--- config.mk ---
export PLATFORM = sky130hd
export DESIGN_NAME = megarom_mapper
export DESIGN_NICKNAME = d
export VERILOG_FILES = /design/src/rtl/megarom_pkg.sv /design/src/rtl/megarom_bank_decode.sv /design/src/rtl/megarom_mapper.sv
export SDC_FILE = /design/constraint.sdc
export NUM_CORES = 1
export LEC_CHECK = 0
export ABC_AREA = 1
export CELL_PAD_IN_SITES_DETAIL_PLACEMENT = 0
export CELL_PAD_IN_SITES_GLOBAL_PLACEMENT = 2
export CORE_ASPECT_RATIO = 1.4
export CORE_UTILIZATION = 29
export CTS_CLUSTER_DIAMETER = 120
export DETAILED_ROUTE_END_ITERATION = 8
export PLACE_DENSITY_LB_ADDON = 0.1
export SLEW_MARGIN = 10
export SYNTH_ARGS = -nofsm -noshare
export SYNTH_HDL_FRONTEND = slang
export SYNTH_SLANG_ARGS = --single-unit
--- constraint.sdc ---
create_clock -name CLK -period 2.34 [get_ports CLK]
set_clock_uncertainty 0.2 [all_clocks]
set_input_delay 0.468 -clock CLK [delete_from_list [all_inputs] [get_ports CLK]]
set_output_delay 0.468 -clock CLK [all_outputs]
set_load 0.02 [all_outputs]
--- src/rtl/megarom_pkg.sv ---
// megarom_pkg: mapper mode and read-FSM types plus shared constants for the MegaROM mapper.
package megarom_pkg;

    typedef enum logic [2:0] {
        KONAMI     = 3'd0,
        KONAMI_SCC = 3'd1,
        ASCII8     = 3'd2,
        ASCII16    = 3'd3,
        PLAIN      = 3'd4
    } mapper_mode_e;

    typedef enum logic [1:0] {
        IDLE,
        REQ,
        WAIT_ACK,
        HOLD
    } rd_state_e;

    localparam logic [15:0] PAGE_BASE = 16'h4000;
    localparam logic [7:0]  SCC_BANK  = 8'h3F;

    // Konami variants power up with bank i = i; every other mode starts at bank 0.
    function automatic logic identity_banks(input logic [2:0] mode);
        return (mode == KONAMI) || (mode == KONAMI_SCC);
    endfunction

endpackage

--- src/rtl/megarom_bank_decode.sv ---
// megarom_bank_decode: turns MODE and ADDR[15:11] into bank-write and bank-read selects.
module megarom_bank_decode
    import megarom_pkg::*;
(
    input  logic [2:0] mode,
    input  logic [4:0] addr_hi,
    output logic       wr_en,
    output logic [1:0] wr_idx,
    output logic       rd_valid,
    output logic [1:0] rd_idx,
    output logic       rd_wide,
    output logic       rd_plain
);

    logic       in_window;
    logic [1:0] page;

    // Inside 4000h-BFFFh, ADDR[15:13]-2 reduces to ADDR[14:13]+2 modulo 4.
    always_comb begin
        in_window = addr_hi[4] ^ addr_hi[3];
        page      = addr_hi[3:2] + 2'd2;
        wr_en     = 1'b0;
        wr_idx    = page;
        rd_valid  = 1'b0;
        rd_idx    = page;
        rd_wide   = 1'b0;
        rd_plain  = 1'b0;
        case (mode)
            KONAMI: begin
                wr_en    = in_window && (page != 2'd0);
                rd_valid = in_window;
            end
            KONAMI_SCC: begin
                wr_en    = in_window && (addr_hi[1:0] == 2'b10);
                rd_valid = in_window;
            end
            ASCII8: begin
                wr_en    = (addr_hi[4:2] == 3'b011);
                wr_idx   = addr_hi[1:0];
                rd_valid = in_window;
            end
            ASCII16: begin
                wr_en    = (addr_hi[4:2] == 3'b011) && !addr_hi[0];
                wr_idx   = {1'b0, addr_hi[1]};
                rd_valid = in_window;
                rd_idx   = {1'b0, page[1]};
                rd_wide  = 1'b1;
            end
            PLAIN: begin
                rd_valid = in_window;
                rd_plain = 1'b1;
            end
            default: ;
        endcase
    end

endmodule

--- src/rtl/megarom_mapper.sv ---
// megarom_mapper: run-time selectable MegaROM mapper with a req/ack RAM read port.
// Optional MEGAROM_SCC_DETECT_EN flags the SCC register window and keeps those reads off RAM.
module megarom_mapper
    import megarom_pkg::*;
#(
    parameter int unsigned BANK_W     = 8,
    parameter int unsigned RAM_ADDR_W = 22,
    parameter int unsigned RAM_BASE   = 0
) (
    input  logic                  CLK,
    input  logic                  RESET_n,
    input  logic [2:0]            MODE,
    input  logic [BANK_W-1:0]     BANK_MASK,
    input  logic [15:0]           ADDR,
    input  logic [7:0]            DIN,
    input  logic                  SLTSL_n,
    input  logic                  MERQ_n,
    input  logic                  RD_n,
    input  logic                  WR_n,
    output logic [7:0]            DOUT,
    output logic                  BUSDIR_n,
    output logic                  WAIT_n,
    output logic [RAM_ADDR_W-1:0] RAM_ADDR,
    output logic                  RAM_REQ,
    input  logic                  RAM_ACK,
    input  logic [7:0]            RAM_RDATA,
    output logic                  SCC_SEL
);

    logic [BANK_W-1:0]     bank [4];
    logic [2:0]            mode_q;
    logic                  wr_q, rd_q, aborted;
    logic                  bus_sel, wr_edge, rd_edge, start, ack_take;
    logic                  wr_en, rd_valid, rd_wide, rd_plain;
    logic [1:0]            wr_idx, rd_idx;
    logic [BANK_W-1:0]     bank_sel;
    logic [RAM_ADDR_W-1:0] addr_calc;
    rd_state_e             state, state_next;

    megarom_bank_decode u_decode (
        .mode     (MODE),
        .addr_hi  (ADDR[15:11]),
        .wr_en    (wr_en),
        .wr_idx   (wr_idx),
        .rd_valid (rd_valid),
        .rd_idx   (rd_idx),
        .rd_wide  (rd_wide),
        .rd_plain (rd_plain)
    );

`ifdef MEGAROM_SCC_DETECT_EN
    assign SCC_SEL = (MODE == KONAMI_SCC) && (ADDR[15:8] == 8'h98) &&
                     (32'(bank[2]) == 32'(SCC_BANK)) && !SLTSL_n && !MERQ_n;
`else
    assign SCC_SEL = 1'b0;
`endif

    always_comb begin
        bus_sel  = !SLTSL_n && !MERQ_n;
        wr_edge  = wr_q && !WR_n;
        rd_edge  = rd_q && !RD_n;
        start    = (state == IDLE) && rd_edge && bus_sel && rd_valid && !SCC_SEL;
        ack_take = ((state == REQ) || (state == WAIT_ACK)) && RAM_ACK;
    end

    always_comb begin
        bank_sel = bank[rd_idx] & BANK_MASK;
        if (rd_plain)
            addr_calc = RAM_ADDR_W'(RAM_BASE) + RAM_ADDR_W'(ADDR - PAGE_BASE);
        else if (rd_wide)
            addr_calc = RAM_ADDR_W'(RAM_BASE) + (RAM_ADDR_W'(bank_sel) << 14) + RAM_ADDR_W'(ADDR[13:0]);
        else
            addr_calc = RAM_ADDR_W'(RAM_BASE) + (RAM_ADDR_W'(bank_sel) << 13) + RAM_ADDR_W'(ADDR[12:0]);
    end

    // Banks reset to the Konami layout; mode_q resets to KONAMI so any other MODE reloads on the first clock.
    always_ff @(posedge CLK or negedge RESET_n) begin
        if (!RESET_n) begin
            mode_q <= KONAMI;
            for (int unsigned i = 0; i < 4; i++) bank[i] <= BANK_W'(i);
        end else begin
            mode_q <= MODE;
            if (MODE != mode_q) begin
                for (int unsigned i = 0; i < 4; i++)
                    bank[i] <= identity_banks(MODE) ? BANK_W'(i) : '0;
            end else if (wr_edge && bus_sel && wr_en) begin
                bank[wr_idx] <= DIN[BANK_W-1:0];
            end
        end
    end

    always_ff @(posedge CLK or negedge RESET_n) begin
        if (!RESET_n) begin
            wr_q <= 1'b1;
            rd_q <= 1'b1;
        end else begin
            wr_q <= WR_n;
            rd_q <= RD_n;
        end
    end

    always_ff @(posedge CLK or negedge RESET_n) begin
        if (!RESET_n) begin
            RAM_ADDR <= '0;
            DOUT     <= '0;
            aborted  <= 1'b0;
        end else begin
            if (start)    RAM_ADDR <= addr_calc;
            if (ack_take) DOUT     <= RAM_RDATA;
            if (state == IDLE)         aborted <= 1'b0;
            else if (RD_n || SLTSL_n)  aborted <= 1'b1;
        end
    end

    always_ff @(posedge CLK or negedge RESET_n) begin
        if (!RESET_n) state <= IDLE;
        else          state <= state_next;
    end

    // A read abandoned by the bus still waits for its ACK but skips HOLD so data is never driven.
    always_comb begin
        state_next = state;
        case (state)
            IDLE:     if (start) state_next = REQ;
            REQ,
            WAIT_ACK: begin
                if (RAM_ACK)
                    state_next = (aborted || RD_n || SLTSL_n) ? IDLE : HOLD;
                else if (state == REQ)
                    state_next = WAIT_ACK;
            end
            HOLD:     if (RD_n || SLTSL_n) state_next = IDLE;
            default:  state_next = IDLE;
        endcase
    end

    always_comb begin
        RAM_REQ  = (state == REQ);
        WAIT_n   = !((state == REQ) || (state == WAIT_ACK));
        BUSDIR_n = !((state == HOLD) && !RD_n && !SLTSL_n);
    end

endmodule
==> run_results.csv <==
group,metric,value,unit
floorplan,die_h,134,um
clocking,root_buffer,"clkbuf_16",
floorplan,die_area,0.0129,sq mm
routing,drc,0,
routing,vias_per_cell,4.53,
final_layout,mostFrequentLayoutCells,"122 x nand2_1, 78 x clkdlybuf4s50_1, 64 x dfrtp_1",
final_layout,drive_above_1_share,18.8,%
pwr,power_density,865,mW/mm^2
grt,grt_remaining_overflow,0,
place,port_buffers,82,
status,status,"finished clean",
sta,fmax,456,MHz
synth,synth_edf_count,0,
pwr,seqPwrFrac,35.0,%
synth,syn_avg_cell_area,8.29,sq um
critical_path,rrSetupSlack,0.43,ns
clocking,numCtsBuffers,9,
hold_path,hp-class,"flop to flop",
hold_path,min_from,"bank[0]$_DFFE_PN1P_",
hold_path,hold_path_end,"bank[0]$_DFFE_PN1P_",
sta,slew_headroom,65.4,%
pwr,p_comb_share,34.3,%
pwr,switching_share,31.4,%
floorplan,fp-row-count,47,
floorplan,fp.dieW,96.4,um
critical_path,cp-startpoint,"state[0]$_DFFE_PN0P_",
grt,grt_pass1_wl,16.1,mm
pwr,p_sw,1410,uW
synth,yosysUniqueCellTypes,37,
routing,postRouteAntennaNets,0,
clocking,clk_pin_slew_worst_paths,0.05,ns
final_layout,final_nets,608,
synth,synth_flop_cell,"dfrtp_1",
critical_path,path_class,"flop to primary output",
floorplan,design.core.area,0.0120,sq mm
sta,rsz0062_at_grt,"no",
final_layout,areaGrowthSynthToFinish,43.5,%
routing,dr.pass1.iters,4,
final_layout,multi_input_area,0.00157,sq mm
synth,ys_seq_area_share,48.6,%
grt,grt_pass1_vias,3333,
floorplan,initial_core_util,30.2,%
flow_run,maxCapViolations,0,
sta,maxSlewViolCount,0,
synth,synth_nets,491,
final_layout,regArea,0.00176,sq mm
synth,yosys.area.top_type,"dfrtp_1",
synth,syn_inst,437,
critical_path,r2r-end,"RAM_ADDR[19]$_DFFE_PN0P_",
sta,fin_crit_sh,93.8,%
sta,setup_viol,0,
sta,tightest_slew,0.511,ns
critical_path,cp_max_fo,3,
routing,wl_per_cell,14.1,um
pwr,leakagePower,0.00250,uW
critical_path,arrival,1.53,ns
final_layout,postLayoutCellArea,0.00519,sq mm
final_layout,final_common_cell,"nand2_1",
floorplan,io_pins,84,
synth,synth.ff_latch_count,70,
final_layout,n_antenna_cell,0,
routing,dr.first_iter.drc_count,73,
sta,fin_crit,2.19,ns
clocking,cts_tree,"built",
synth,ys_warn_count,0,
critical_path,end_kind,"primary output",
final_layout,fillers,1279,
place,post-dp-hpwl,7.46,mm
grt,track_usage,16.7,%
clocking,htreeDepth,3,
grt,antenna_found_initial,0,
pwr,ir_drop,478,uV
critical_path,cp-start-kind,"flop",
critical_path,cp.required,1.67,ns
routing,vias,3195,
clocking,cts.path.max_buffers,2,
place,dpl_cell_area,0.00484,sq mm
synth,async_reset_ff_share,100,%
clocking,clk-insertion-delay-late,0.33,ns
place,gp_congestion,0.721,
synth,synth_top_area_share,44.2,%
critical_path,timing.rr.start,"state[1]$_DFFE_PN0P_",
synth,ys_top_cells_by_area,"dfrtp_1 44%, nand2_1 13%, nand3_1 7.9%, inv_1 4.7%, dfstp_2 4.4%",
critical_path,r2r_cells,10,
sta,final.setup.tns,0,ns
synth,mappedNetlistArea,0.00362,sq mm
hold_path,hold_path_depth,2,
pwr,internal_power,3080,uW
sta,whs,0.264,ns
pwr,p_clk_share,30.7,%
clocking,cts_sinks,70,
grt,grt_max_degree,71,
sta,hold_viol,0,
final_layout,fin_util,43.3,%
routing,wl,9.93,mm
per-stage QoR:
stage               setup WS [ns]  power [uW]  instances
floorplan                   0.367        2410        437
global placement           -0.244        3150        686
detailed placement         -0.259        3160        686
CTS                        0.0607        4570        703
global route               0.0271        4770        706
finish                      0.146        4490        706
per-layer routing:
layer | track usage [%] | up-vias | part of all wire, % | routed length (um)
li1 | - | 1632 | - | -
met1 | 18.2 | 1511 | 39 | 3860
met2 | 30.8 | 45 | 57 | 5620
met3 | 4.14 | 7 | 3.2 | 320
met4 | 5.39 | 0 | 1.3 | 125
met5 | 0 | - | 0 | 0
synthesized netlist by cell type, drive strengths merged (2+ instances only):
cell type	n
nand2	128
dfrtp	64
nand3	61
inv	50
o21ai	39
nor2	35
buf	13
mux2	8
or2	8
a21oi	7
dfstp	6
ha	4
nand4	3
xnor2	3
clkinv	2
worst max path at each step:
stage,to,depth (start not counted)
after floorplan,RAM_ADDR[16]$_DFFE_PN0P_,9
after global placement,RAM_ADDR[18]$_DFFE_PN0P_,11
after detailed placement,RAM_ADDR[6]$_DFFE_PN0P_,10
after CTS,RAM_REQ,3
after global routing,RAM_ADDR[17]$_DFFE_PN0P_,11
final,WAIT_n,4
power by group through the flow:
| stage | sequential [uW] | clock (uW) | combinational [uW] |
|---|---|---|---|
| 6_report | 1570 | 1380 | 1540 |
| 5_1_grt | 1600 | 1490 | 1680 |
| 4_1_cts | 1580 | 1430 | 1560 |
| 3_5_place_dp | 1600 | 0 | 1570 |
| 3_3_place_gp | 1590 | 0 | 1560 |
| 2_1_floorplan | 1820 | 0 | 596 |
sequential cells by signal (all words and copies together) (netlist names):
signal    count
bank         32
RAM_ADDR     22
DOUT          8
mode_q        3
state         2
aborted       1
rd_q          1
wr_q          1
layout make-up:
cell class / count / share of cell area, %
clock buffer: 12 / 4.94
clock inverter: 4 / 0.867
inverter: 52 / 3.97
multi-input combinational: 301 / 30.2
sequential: 70 / 33.9
tap: 147 / 3.54
timing repair buffer: 119 / 22.5
timing repair inverter: 1 / 0.0963
logic make-up after synthesis:
| kind of cell | Yosys count | share of synthesized area (%) |
|---|---|---|
| AND/OR/NAND/NOR | 235 | 30.1 |
| flip-flops | 70 | 48.6 |
| buffers and inverters | 66 | 8.60 |
| AO/OA/AOI/OAI | 50 | 7.98 |
| multiplexers | 8 | 2.49 |
| adder cells (fa/ha/maj) | 4 | 1.38 |
| XOR/XNOR | 3 | 0.726 |
| other | 1 | 0.104 |
timing repair:
| action | in CTS | in global routing |
|---|---|---|
| gates resized for setup | 2 | 6 |
| endpoints found under the hold margin | 64 | 0 |
| cloned | 0 | 1 |
| hold buffers | 1 | 0 |
| endpoints found under the setup margin | 2 | 18 |
| buffers inserted | 0 | 2 |
critical path: stages (launching register included):
cell and delay, ns:
dfrtp_1 0.37, inv_1 0.07, ha_1 0.32, inv_1 0.10, dlygate4sd2_1 0.34
(Power assumes the default switching activity.)
